===== config.mk =====
export PLATFORM = sky130hd
export DESIGN_NAME = pipelined_barrel_shifter_flat
export DESIGN_NICKNAME = d
export VERILOG_FILES = /design/src/rtl/pipelined_barrel_shifter_pkg.sv /design/src/rtl/pipelined_barrel_shifter_if.sv /design/src/rtl/pipelined_barrel_shifter_level.sv /design/src/rtl/pipelined_barrel_shifter.sv /design/src/flat_wrapper.sv
export SDC_FILE = /design/constraint.sdc
export NUM_CORES = 1
export LEC_CHECK = 0
export CAP_MARGIN = 0
export CORE_ASPECT_RATIO = 0.9
export CORE_UTILIZATION = 48
export DETAILED_ROUTE_END_ITERATION = 10
export HOLD_SLACK_MARGIN = 0.08
export PLACE_DENSITY = 0.74
export SLEW_MARGIN = 10
export SYNTH_ARGS = -nofsm -noshare
export SYNTH_HDL_FRONTEND = slang
export SYNTH_SLANG_ARGS = --single-unit

===== constraint.sdc =====
create_clock -name i_clk -period 5.08 [get_ports i_clk]
set_clock_uncertainty 0.2 [all_clocks]
set_input_delay 1.524 -clock i_clk [delete_from_list [all_inputs] [get_ports i_clk]]
set_output_delay 1.524 -clock i_clk [all_outputs]
set_load 0.005 [all_outputs]

===== src/rtl/pipelined_barrel_shifter_pkg.sv =====
// pipelined_barrel_shifter_pkg: shared shift-op encoding and pipeline partitioning helper.
//   shift_op_e       : SLL/SRL/SRA/ROR encoding of the 2-bit op field
//   levels_per_stage : number of binary shift levels grouped into each pipeline stage
package shift_pkg;

    typedef enum logic [1:0] {
        SHIFT_SLL = 2'b00,
        SHIFT_SRL = 2'b01,
        SHIFT_SRA = 2'b10,
        SHIFT_ROR = 2'b11
    } shift_op_e;

    function automatic int levels_per_stage(int width, int stages);
        return ($clog2(width) + stages - 1) / stages;
    endfunction

endpackage


===== src/rtl/pipelined_barrel_shifter_if.sv =====
// pipelined_barrel_shifter_if: request/response bundle of the shift unit.
//   request : i_valid/o_ready handshake, i_op, i_data, i_shamt, i_tag, plus i_flush
//   response: o_valid/i_ready handshake, o_data, o_tag
//   slave modport is the shifter, master modport is the requester/consumer.
interface pipelined_barrel_shifter_if #(
    parameter int WIDTH = 32,
    parameter int TAG_W = 5
);
    localparam int SW = $clog2(WIDTH);

    logic             i_flush;
    logic             i_valid;
    logic             o_ready;
    logic [1:0]       i_op;
    logic [WIDTH-1:0] i_data;
    logic [SW-1:0]    i_shamt;
    logic [TAG_W-1:0] i_tag;
    logic             o_valid;
    logic             i_ready;
    logic [WIDTH-1:0] o_data;
    logic [TAG_W-1:0] o_tag;

    modport slave (
        input  i_flush, i_valid, i_op, i_data, i_shamt, i_tag, i_ready,
        output o_ready, o_valid, o_data, o_tag
    );

    modport master (
        output i_flush, i_valid, i_op, i_data, i_shamt, i_tag, i_ready,
        input  o_ready, o_valid, o_data, o_tag
    );
endinterface


===== src/rtl/pipelined_barrel_shifter_level.sv =====
// shift_level: one combinational level of the barrel shifter, shifting by DIST when en is set.
//   op   : shift mode
//   sign : operand sign captured at pipeline entry, used as SRA fill
//   en   : shift-amount bit for this level
//   d/q  : data in / data out
module shift_level
    import shift_pkg::*;
#(
    parameter int WIDTH = 32,
    parameter int DIST  = 1
) (
    input  shift_op_e        op,
    input  logic             sign,
    input  logic             en,
    input  logic [WIDTH-1:0] d,
    output logic [WIDTH-1:0] q
);
    logic [DIST-1:0]  fill;
    logic [WIDTH-1:0] r;

    always_comb begin
        fill = {DIST{op == SHIFT_SRA && sign}};
        r    = op == SHIFT_SLL ? d << DIST :
               op == SHIFT_ROR ? {d[DIST-1:0], d[WIDTH-1:DIST]} :
                                 {fill, d[WIDTH-1:DIST]};
        q    = en ? r : d;
    end
endmodule


===== src/rtl/pipelined_barrel_shifter.sv =====
// pipelined_barrel_shifter: SLL/SRL/SRA/ROR barrel shifter split over STAGES register stages.
//   i_clk   : clock
//   i_rst_n : asynchronous active-low reset
//   bus     : slave side of pipelined_barrel_shifter_if (request, response, flush)
module pipelined_barrel_shifter
    import shift_pkg::*;
#(
    parameter int WIDTH  = 32,
    parameter int STAGES = 1,
    parameter int TAG_W  = 5
) (
    input logic                       i_clk,
    input logic                       i_rst_n,
    pipelined_barrel_shifter_if.slave bus
);
    localparam int L   = $clog2(WIDTH);
    localparam int LPS = levels_per_stage(WIDTH, STAGES);

    logic adv;

    for (genvar s = 0; s < STAGES; s++) begin : g_st
        localparam int LO = s * LPS < L ? s * LPS : L;
        localparam int HI = (s + 1) * LPS < L ? (s + 1) * LPS : L;
        localparam int N  = HI - LO;

        logic             v_in, v_q;
        logic [WIDTH-1:0] d_in, d_q;
        logic [TAG_W-1:0] t_in, t_q;
        logic [WIDTH-1:0] ch [N+1];

        if (s == 0) begin : g_in
            assign v_in = bus.i_valid;
            assign d_in = bus.i_data;
            assign t_in = bus.i_tag;
        end else begin : g_in
            assign v_in = g_st[s-1].v_q;
            assign d_in = g_st[s-1].d_q;
            assign t_in = g_st[s-1].t_q;
        end

        assign ch[0] = d_in;

        // Trailing stages can end up with no levels; they only retime data and tag.
        if (N > 0) begin : g_sh
            shift_op_e       op;
            logic            sign;
            logic [L-LO-1:0] rem;

            // Only the not-yet-consumed shamt bits travel on, renumbered from bit 0.
            if (s == 0) begin : g_c
                assign op   = shift_op_e'(bus.i_op);
                assign sign = bus.i_data[WIDTH-1];
                assign rem  = bus.i_shamt;
            end else begin : g_c
                assign op   = g_st[s-1].g_sh.g_nx.op_q;
                assign sign = g_st[s-1].g_sh.g_nx.sign_q;
                assign rem  = g_st[s-1].g_sh.g_nx.rem_q;
            end

            for (genvar j = 0; j < N; j++) begin : g_lvl
                shift_level #(.WIDTH(WIDTH), .DIST(1 << (LO + j))) u_lvl (
                    .op  (op),
                    .sign(sign),
                    .en  (rem[j]),
                    .d   (ch[j]),
                    .q   (ch[j+1])
                );
            end

            if (HI < L) begin : g_nx
                shift_op_e       op_q;
                logic            sign_q;
                logic [L-HI-1:0] rem_q;

                always_ff @(posedge i_clk or negedge i_rst_n) begin
                    if (!i_rst_n) begin
                        op_q   <= SHIFT_SLL;
                        sign_q <= 1'b0;
                        rem_q  <= '0;
                    end else if (adv && v_in) begin
                        op_q   <= op;
                        sign_q <= sign;
                        rem_q  <= rem[L-LO-1:N];
                    end
                end
            end
        end

        always_ff @(posedge i_clk or negedge i_rst_n) begin
            if (!i_rst_n) begin
                v_q <= 1'b0;
                d_q <= '0;
                t_q <= '0;
            end else begin
                v_q <= bus.i_flush ? 1'b0 : adv ? v_in : v_q;
                if (adv && v_in) begin
                    d_q <= ch[N];
                    t_q <= t_in;
                end
            end
        end
    end

    // Whole pipe advances together; bubbles are deliberately not collapsed.
    assign adv         = bus.i_ready || !g_st[STAGES-1].v_q;
    assign bus.o_ready = adv;
    assign bus.o_valid = g_st[STAGES-1].v_q;
    assign bus.o_data  = g_st[STAGES-1].d_q;
    assign bus.o_tag   = g_st[STAGES-1].t_q;
endmodule

===== src/flat_wrapper.sv =====
// flat-port wrapper written by rule: the top's interface ports become plain ports
module pipelined_barrel_shifter_flat import shift_pkg::*;
#(
    parameter int WIDTH  = 32,
    parameter int STAGES = 1,
    parameter int TAG_W  = 5
)
  (i_clk, i_rst_n, bus_i_flush, bus_i_valid, bus_i_op, bus_i_data, bus_i_shamt, bus_i_tag, bus_i_ready, bus_o_ready, bus_o_valid, bus_o_data, bus_o_tag);
  pipelined_barrel_shifter_if #(.WIDTH(WIDTH), .TAG_W(TAG_W)) bus_i ();
  input logic i_clk;
  input logic i_rst_n;
  input wire logic [$bits(bus_i.i_flush)-1:0] bus_i_flush;
  input wire logic [$bits(bus_i.i_valid)-1:0] bus_i_valid;
  input wire logic [$bits(bus_i.i_op)-1:0] bus_i_op;
  input wire logic [$bits(bus_i.i_data)-1:0] bus_i_data;
  input wire logic [$bits(bus_i.i_shamt)-1:0] bus_i_shamt;
  input wire logic [$bits(bus_i.i_tag)-1:0] bus_i_tag;
  input wire logic [$bits(bus_i.i_ready)-1:0] bus_i_ready;
  output wire logic [$bits(bus_i.o_ready)-1:0] bus_o_ready;
  output wire logic [$bits(bus_i.o_valid)-1:0] bus_o_valid;
  output wire logic [$bits(bus_i.o_data)-1:0] bus_o_data;
  output wire logic [$bits(bus_i.o_tag)-1:0] bus_o_tag;
  assign bus_i.i_flush = bus_i_flush;
  assign bus_i.i_valid = bus_i_valid;
  assign bus_i.i_op = bus_i_op;
  assign bus_i.i_data = bus_i_data;
  assign bus_i.i_shamt = bus_i_shamt;
  assign bus_i.i_tag = bus_i_tag;
  assign bus_i.i_ready = bus_i_ready;
  assign bus_o_ready = bus_i.o_ready;
  assign bus_o_valid = bus_i.o_valid;
  assign bus_o_data = bus_i.o_data;
  assign bus_o_tag = bus_i.o_tag;
  pipelined_barrel_shifter #(.WIDTH(WIDTH), .STAGES(STAGES), .TAG_W(TAG_W)) u_core (.i_clk(i_clk), .i_rst_n(i_rst_n), .bus(bus_i));
endmodule

==> impl_metrics.csv, run 1 <==
group,metric,value,unit
placement,io_buffers,87,
synth,ys_seq_area_share,16.3,%
setup_path,arrival,4.63,ns
clock_tree,clk_latency,0.29,ns
floorplan,die_w,118,um
clock_tree,numCtsBuffers,5,
timing,whs,0.274,ns
clock_tree,cts_setup_buffers,0,
global_route,grt-ovfl-total,0,
global_route,grt_max_degree,57,
clock_tree,hold_buffers,0,
global_route,grtUsageMet2,65.6,%
global_route,grt_pass1_wl,43200,um
finish,fin_util,60.1,%
global_route,grt_pass1_vias,7283,
setup_path,cpPeakStageDelay,0.60,ns
synth,ys_top_cells_by_area,"dfrtp_1, o21ai_0, a21oi_1",
route,avgViaCountPerCell,7.58,
route,drt-initial-drc-count,1488,
placement,dp_hpwl,20800,um
setup_path,cp_cell_sequence,"buf_2, buf_4, inv_1, a211oi_1, nor2_1, a311oi_1, buf_4, o21ai_0, a211oi_1",
synth,ys_ff_latch,38,
timing,min_period_over_period,91.3,%
timing,slew_violations,0,
clock_tree,cts.sinks,38,
clock_tree,clock_path_buffers,2,
synth,synth_async_sr_flop_share,100,%
global_route,top_usage_layer,"met2",
placement,post-place-cells,1015,
finish,diodes,0,
power_and_ir_drop,max-vdd-ir-drop,0.191,mV
timing,hold_violations,0,
floorplan,rows,37,
finish,seqCellArea,951,um2
power_and_ir_drop,leakage,0.00261,uW
route,routed-via-count,7752,
timing,setup_violations,0,
finish,multi_input_area,4470,um2
setup_path,crit_path_start_kind,"input pin",
timing,clock.fmax,216,MHz
worst_hold_path,worst_hold_path_type,"reg -> reg",
global_route,antenna_found_initial,0,
setup_path,cp-end-kind,"register",
global_route,track_usage,44.3,%
route,wl_per_cell,27.5,um
power_and_ir_drop,power_density,228,nW/um2
synth,yosys_warnings,0,
synth,synth_cells,818,
timing,tns,0,ns
floorplan,io_pins,88,
setup_path,critPathMaxFanout,42,
timing,rsz0062_at_grt,"no",
synth,yosysUniqueCellTypes,79,
clock_tree,postCtsResizedCells,0,
synth,synth_top_area_share,16.3,%
synth,yosysTopAreaCell,"dfrtp_1",
finish,design_area,7010,um2
clock_tree,tritoncts,"done",
synth,synth-edff-count,0,
placement,placed_area,6810,um2
global_route,use_met1,59.5,%
setup_path,worstPathRequired,5.07,ns
finish,area_growth,19.9,%
timing,min_period,4.64,ns
run,max_cap_viol_count,0,
floorplan,die_h,107,um
finish,num-fill-cells,1094,
clock_tree,clk_pin_slew,0.06,ns
route,ant_nets,0,
route,drt-total-wl,28100,um
finish,layout.cells.non_filler,1023,
clock_tree,htreeDepth,2,
setup_path,cpMaxStageDelayCell,"a311oi_1",
synth,syn_avg_cell_area,7.15,um2
timing,tightest_slew,1.05,ns
clock_tree,cts_root_buffer,"clkbuf_16",
timing,slew_headroom,29.6,%
finish,drive_above_1_share,11.4,%
floorplan,core-area,11700,um2
run_status,outcome,"finished, final reports clean",
floorplan,dieArea,12600,um2
setup_path,critPathKind,"in -> reg",
route,dr.pass1.iters,7,
synth,synth_nets,867,
placement,place_congestion,1.07,
global_route,grt_use_met3,11.4,%
synth,ys.flop_type,"dfrtp_1",
floorplan,start_util,50.1,%
route,drc,0,
finish,nets,915,
synth,synth_area,5850,um2
-- path summary, 6_finish.rpt --
path / slack (ns) / to / cells past startpoint / startpoint
max: 0.44 / u_core.bus.o_data[26] / 9 / bus_i_op[1]
min: 0.27 / u_core.bus.o_tag[2] / 2 / u_core.bus.o_tag[2]
max reg2reg: 2.62 / u_core.bus.o_data[24] / 6 / u_core.bus.o_valid
min reg2reg: 0.27 / u_core.bus.o_tag[2] / 2 / u_core.bus.o_tag[2]
max in group asynchronous: 2.99 / u_core.bus.o_data[30] / 1 / i_rst_n
min in group asynchronous: 1.13 / u_core.bus.o_data[11] / 1 / i_rst_n
-- final cells by class --
type                    count  share of cell area [%]
repair buffers            125                    16.5
well taps                 156                    2.79
flip-flops and latches     38                    13.6
inverters                  10                   0.536
clock buffers               6                    1.98
multi-input cells         686                    63.8
clock inverters             2                   0.857
-- Yosys cell counts (all sizes together) (3+ instances only) --
master	instances
dfrtp	38
o31a	3
a32oi	6
nor3	27
a221oi	9
nand3b	4
a2bb2oi	3
a311oi	23
or3b	27
and3	7
or3	3
mux4	11
o221ai	10
a31oi	12
o21ai	85
nor4	5
a2111oi	3
inv	10
o31ai	9
o2111ai	4
o2bb2ai	3
a21oi	78
a21o	6
mux2	6
o22ai	16
a211o	8
mux2i	27
a22oi	6
nor2	71
a211oi	21
buf	39
a311o	4
o22a	3
nand3	20
and2	7
o211ai	15
nand2b	14
o21a	9
nor2b	8
clkbuf	45
nand2	78
o32ai	5
-- state kept, by name, summed over array words and instances, names as in the netlist --
name / cells
u_core.bus.o_valid: 1
u_core.bus.o_data: 32
u_core.bus.o_tag: 5
-- per-layer routing --
metal / wire [um] / up-vias / part of all wire, %
met1: 10900 / 3595 / 39
met4: 1590 / 0 / 5.7
met5: 0 / - / 0
li1: - / 3285 / -
met3: 4000 / 149 / 14
met2: 11700 / 723 / 42
-- stage by stage --
stage                     worst slack [ns]  power [uW]
after global routing                 0.378        1650
after detailed placement             0.478        1130
after global placement               0.440        1120
after floorplan                       1.41         792
final                                0.444        1590
after CTS                            0.692        1560
-- cells by family after synthesis --
group | count (synthesis) | share of synthesized area, %
muxes | 44 | 10.0
xor gates and xnor gates | 2 | 0.300
buffers and inverters | 94 | 7.25
AOI/OAI and AO/OA | 362 | 42.1
DFF | 38 | 16.3
and+or+nand+nor | 278 | 24.1
-- power by group --
group / internal [uW] / switching, uW / leakage, uW
Combinational: 321 / 454 / 0.00205
Clock: 295 / 140 / 0.0000971
Sequential: 353 / 30.7 / 0.000460
Total: 970 / 624 / 0.00261
-- critical path: cells and delay by family --
family	cells	cell delay, ns
compound gates	4	1.58
buf+inv	4	1.29
simple gates	1	0.22
-- cell usage in the layout, fill, tap and decap left out, drive strengths merged, types with 9 or more instances in the layout --
| cell | synthesis | final |
|---|---|---|
| o21a | 9 | 9 |
| a21oi | 78 | 78 |
| nor3 | 27 | 27 |
| nor2 | 71 | 71 |
| mux2i | 27 | 27 |
| nand2b | 14 | 14 |
| nand3 | 20 | 20 |
| mux4 | 11 | 11 |
| a211oi | 21 | 21 |
| clkdlybuf4s50 | 0 | 81 |
| o221ai | 10 | 10 |
| a31oi | 12 | 12 |
| dfrtp | 38 | 38 |
| o21ai | 85 | 85 |
| o31ai | 9 | 9 |
| a311oi | 23 | 23 |
| o22ai | 16 | 16 |
| o211ai | 15 | 15 |
| nand2 | 78 | 78 |
| inv | 10 | 10 |
| or3b | 27 | 27 |
| buf | 39 | 44 |
| a221oi | 9 | 9 |
Note: power is estimated with default switching activity, not from simulation.
==> inputs of run 2 (changes only) <==
Settings changed: CTS_BUF_LIST set to sky130_fd_sc_hd__clkbuf_8.
==> run 2 against run 1 <==
  * First-iteration DRC count fell by 8.0%
  * Global-route usage decreased by 0.20 points
  * Via count is 0.26% higher
  * Register-to-register slack about the same
  * Largest power group unchanged
  * Sequential power is essentially flat
  * Cell count unchanged
==> impl_metrics.csv, run 2 (synthesized netlist as in run 1, its figures left out) <==
group,metric,value,unit
run_status,outcome,"finished, final reports clean",
timing,tns,0,ns
placement,place_congestion,1.07,
clock_tree,htreeDepth,2,
finish,seqCellArea,951,um2
power_and_ir_drop,leakage,0.00258,uW
floorplan,start_util,50.1,%
global_route,grt_max_degree,57,
route,ant_nets,0,
timing,min_period_over_period,89.9,%
route,wl_per_cell,27.4,um
route,avgViaCountPerCell,7.60,
clock_tree,cts_root_buffer,"clkbuf_8",
timing,min_period,4.57,ns
timing,setup_violations,0,
global_route,grt_pass1_vias,7336,
route,dr.pass1.iters,8,
power_and_ir_drop,power_frac_clock,22.4,%
placement,io_buffers,87,
floorplan,dieArea,12600,um2
placement,post-place-cells,1015,
finish,mostFrequentLayoutCells,"clkdlybuf4s50_1, o21ai_0, nand2_1, a21oi_1, nor2_1",
timing,hold_violations,0,
clock_tree,numCtsBuffers,5,
clock_tree,clk_pin_slew,0.08,ns
timing,finalWorstSetupSlack,0.511,ns
timing,clock.fmax,219,MHz
timing,tightest_slew,1.07,ns
floorplan,core-area,11700,um2
route,drc,0,
placement,dp_slack,0.478,ns
floorplan,rows,37,
placement,dp_hpwl,20800,um
power_and_ir_drop,power_density,215,nW/um2
floorplan,die_w,118,um
clock_tree,tritoncts,"done",
floorplan,die_h,107,um
setup_path,crit_path_start_kind,"input pin",
clock_tree,clock_path_buffers,2,
route,drt-total-wl,28000,um
global_route,grt_pass1_wl,43100,um
finish,drive_above_1_share,11.4,%
clock_tree,clk_latency,0.31,ns
setup_path,arrival,4.58,ns
setup_path,cp-end-kind,"register",
power_and_ir_drop,power_frac_comb,51.9,%
finish,layout.cells.non_filler,1023,
global_route,grt-ovfl-total,0,
power_and_ir_drop,seq_power_share,25.7,%
timing,slew_violations,0,
finish,num-fill-cells,1105,
power_and_ir_drop,intPower,884,uW
finish,nets,915,
setup_path,critPathKind,"in -> reg",
power_and_ir_drop,p_switching,608,uW
power_and_ir_drop,max-vdd-ir-drop,0.179,mV
worst_hold_path,worst_hold_path_type,"reg -> reg",
clock_tree,postCtsResizedCells,0,
finish,final_common_cell,"clkdlybuf4s50_1",
finish,area_growth,18.9,%
finish,largest_reg_flops,32,
clock_tree,cts_setup_buffers,0,
run,max_cap_viol_count,0,
clock_tree,cts.sinks,38,
power_and_ir_drop,switching_share,40.8,%
finish,multi_input_area,4470,um2
route,drt-initial-drc-count,1369,
global_route,track_usage,44.1,%
setup_path,critPathMaxFanout,42,
clock_tree,hold_buffers,0,
setup_path,worstPathRequired,5.09,ns
global_route,antenna_found_initial,0,
route,routed-via-count,7772,
timing,slew_headroom,28.1,%
floorplan,io_pins,88,
timing,rsz0062_at_grt,"no",
finish,diodes,0,
## run 2: area by class of cell
class                           instances  share of cell area [%]
Sequential cell                        38                    13.7
Clock inverter                          2                   0.864
Tap cell                              156                    2.81
Clock buffer                            6                    1.19
Timing Repair Buffer                  125                    16.6
Multi-Input combinational cell        686                    64.3
Inverter                               10                   0.540
## run 2: per-stage QoR
| stage | cell area, um2 | hold slack, ns | utilization (%) | power (uW) |
|---|---|---|---|---|
| floorplan | 5850 | 0.270 | - | 792 |
| global placement | 6810 | 0.257 | 58.4 | 1120 |
| detailed placement | 6810 | 0.261 | 58.4 | 1130 |
| CTS | 6950 | 0.280 | 59.6 | 1460 |
| global route | 6950 | 0.299 | 59.6 | 1550 |
| finish | 6950 | 0.280 | 59.6 | 1490 |
## run 2: power by group through the flow
stage | combinational (uW) | clock (uW) | sequential, uW
finish | 774 | 334 | 384
global route | 813 | 346 | 389
CTS | 744 | 330 | 383
detailed placement | 740 | 0 | 388
global placement | 736 | 0 | 385
floorplan | 404 | 0 | 388
## run 2: critical path, stage by stage
cell	delay (ns)
buf_2	0.57
buf_4	0.41
inv_1	0.10
a211oi_1	0.53
nor2_1	0.21
a311oi_1	0.56
buf_4	0.21
o21ai_0	0.16
a211oi_1	0.30
## run 2: routing by layer
metal / track usage (%) / part of all wire (%)
met1: 59.3 / 39
met2: 65.6 / 42
met3: 11.0 / 14
met4: 21.9 / 5.6
met5: 0 / 0
## run 2: worst paths after layout
kind,start,endpoint,slack [ns],cells after the start
worst max register to register,u_core.bus.o_valid,u_core.bus.o_data[24],2.61,6
worst min register to register,u_core.bus.o_tag[2],u_core.bus.o_tag[2],0.28,2
min in group asynchronous,i_rst_n,u_core.bus.o_data[11],1.11,1
worst min-delay path,u_core.bus.o_tag[2],u_core.bus.o_tag[2],0.28,2
worst max-delay path,bus_i_op[1],u_core.bus.o_data[26],0.51,9
max in group asynchronous,i_rst_n,u_core.bus.o_data[14],3.00,1
==> inputs of run 3 (changes only) <==
Settings changed: CTS_BUF_LIST sky130_fd_sc_hd__clkbuf_8 to unset.
==> results of run 3 <==
The final DEF is identical to that of run 1; final timing and power are the same.
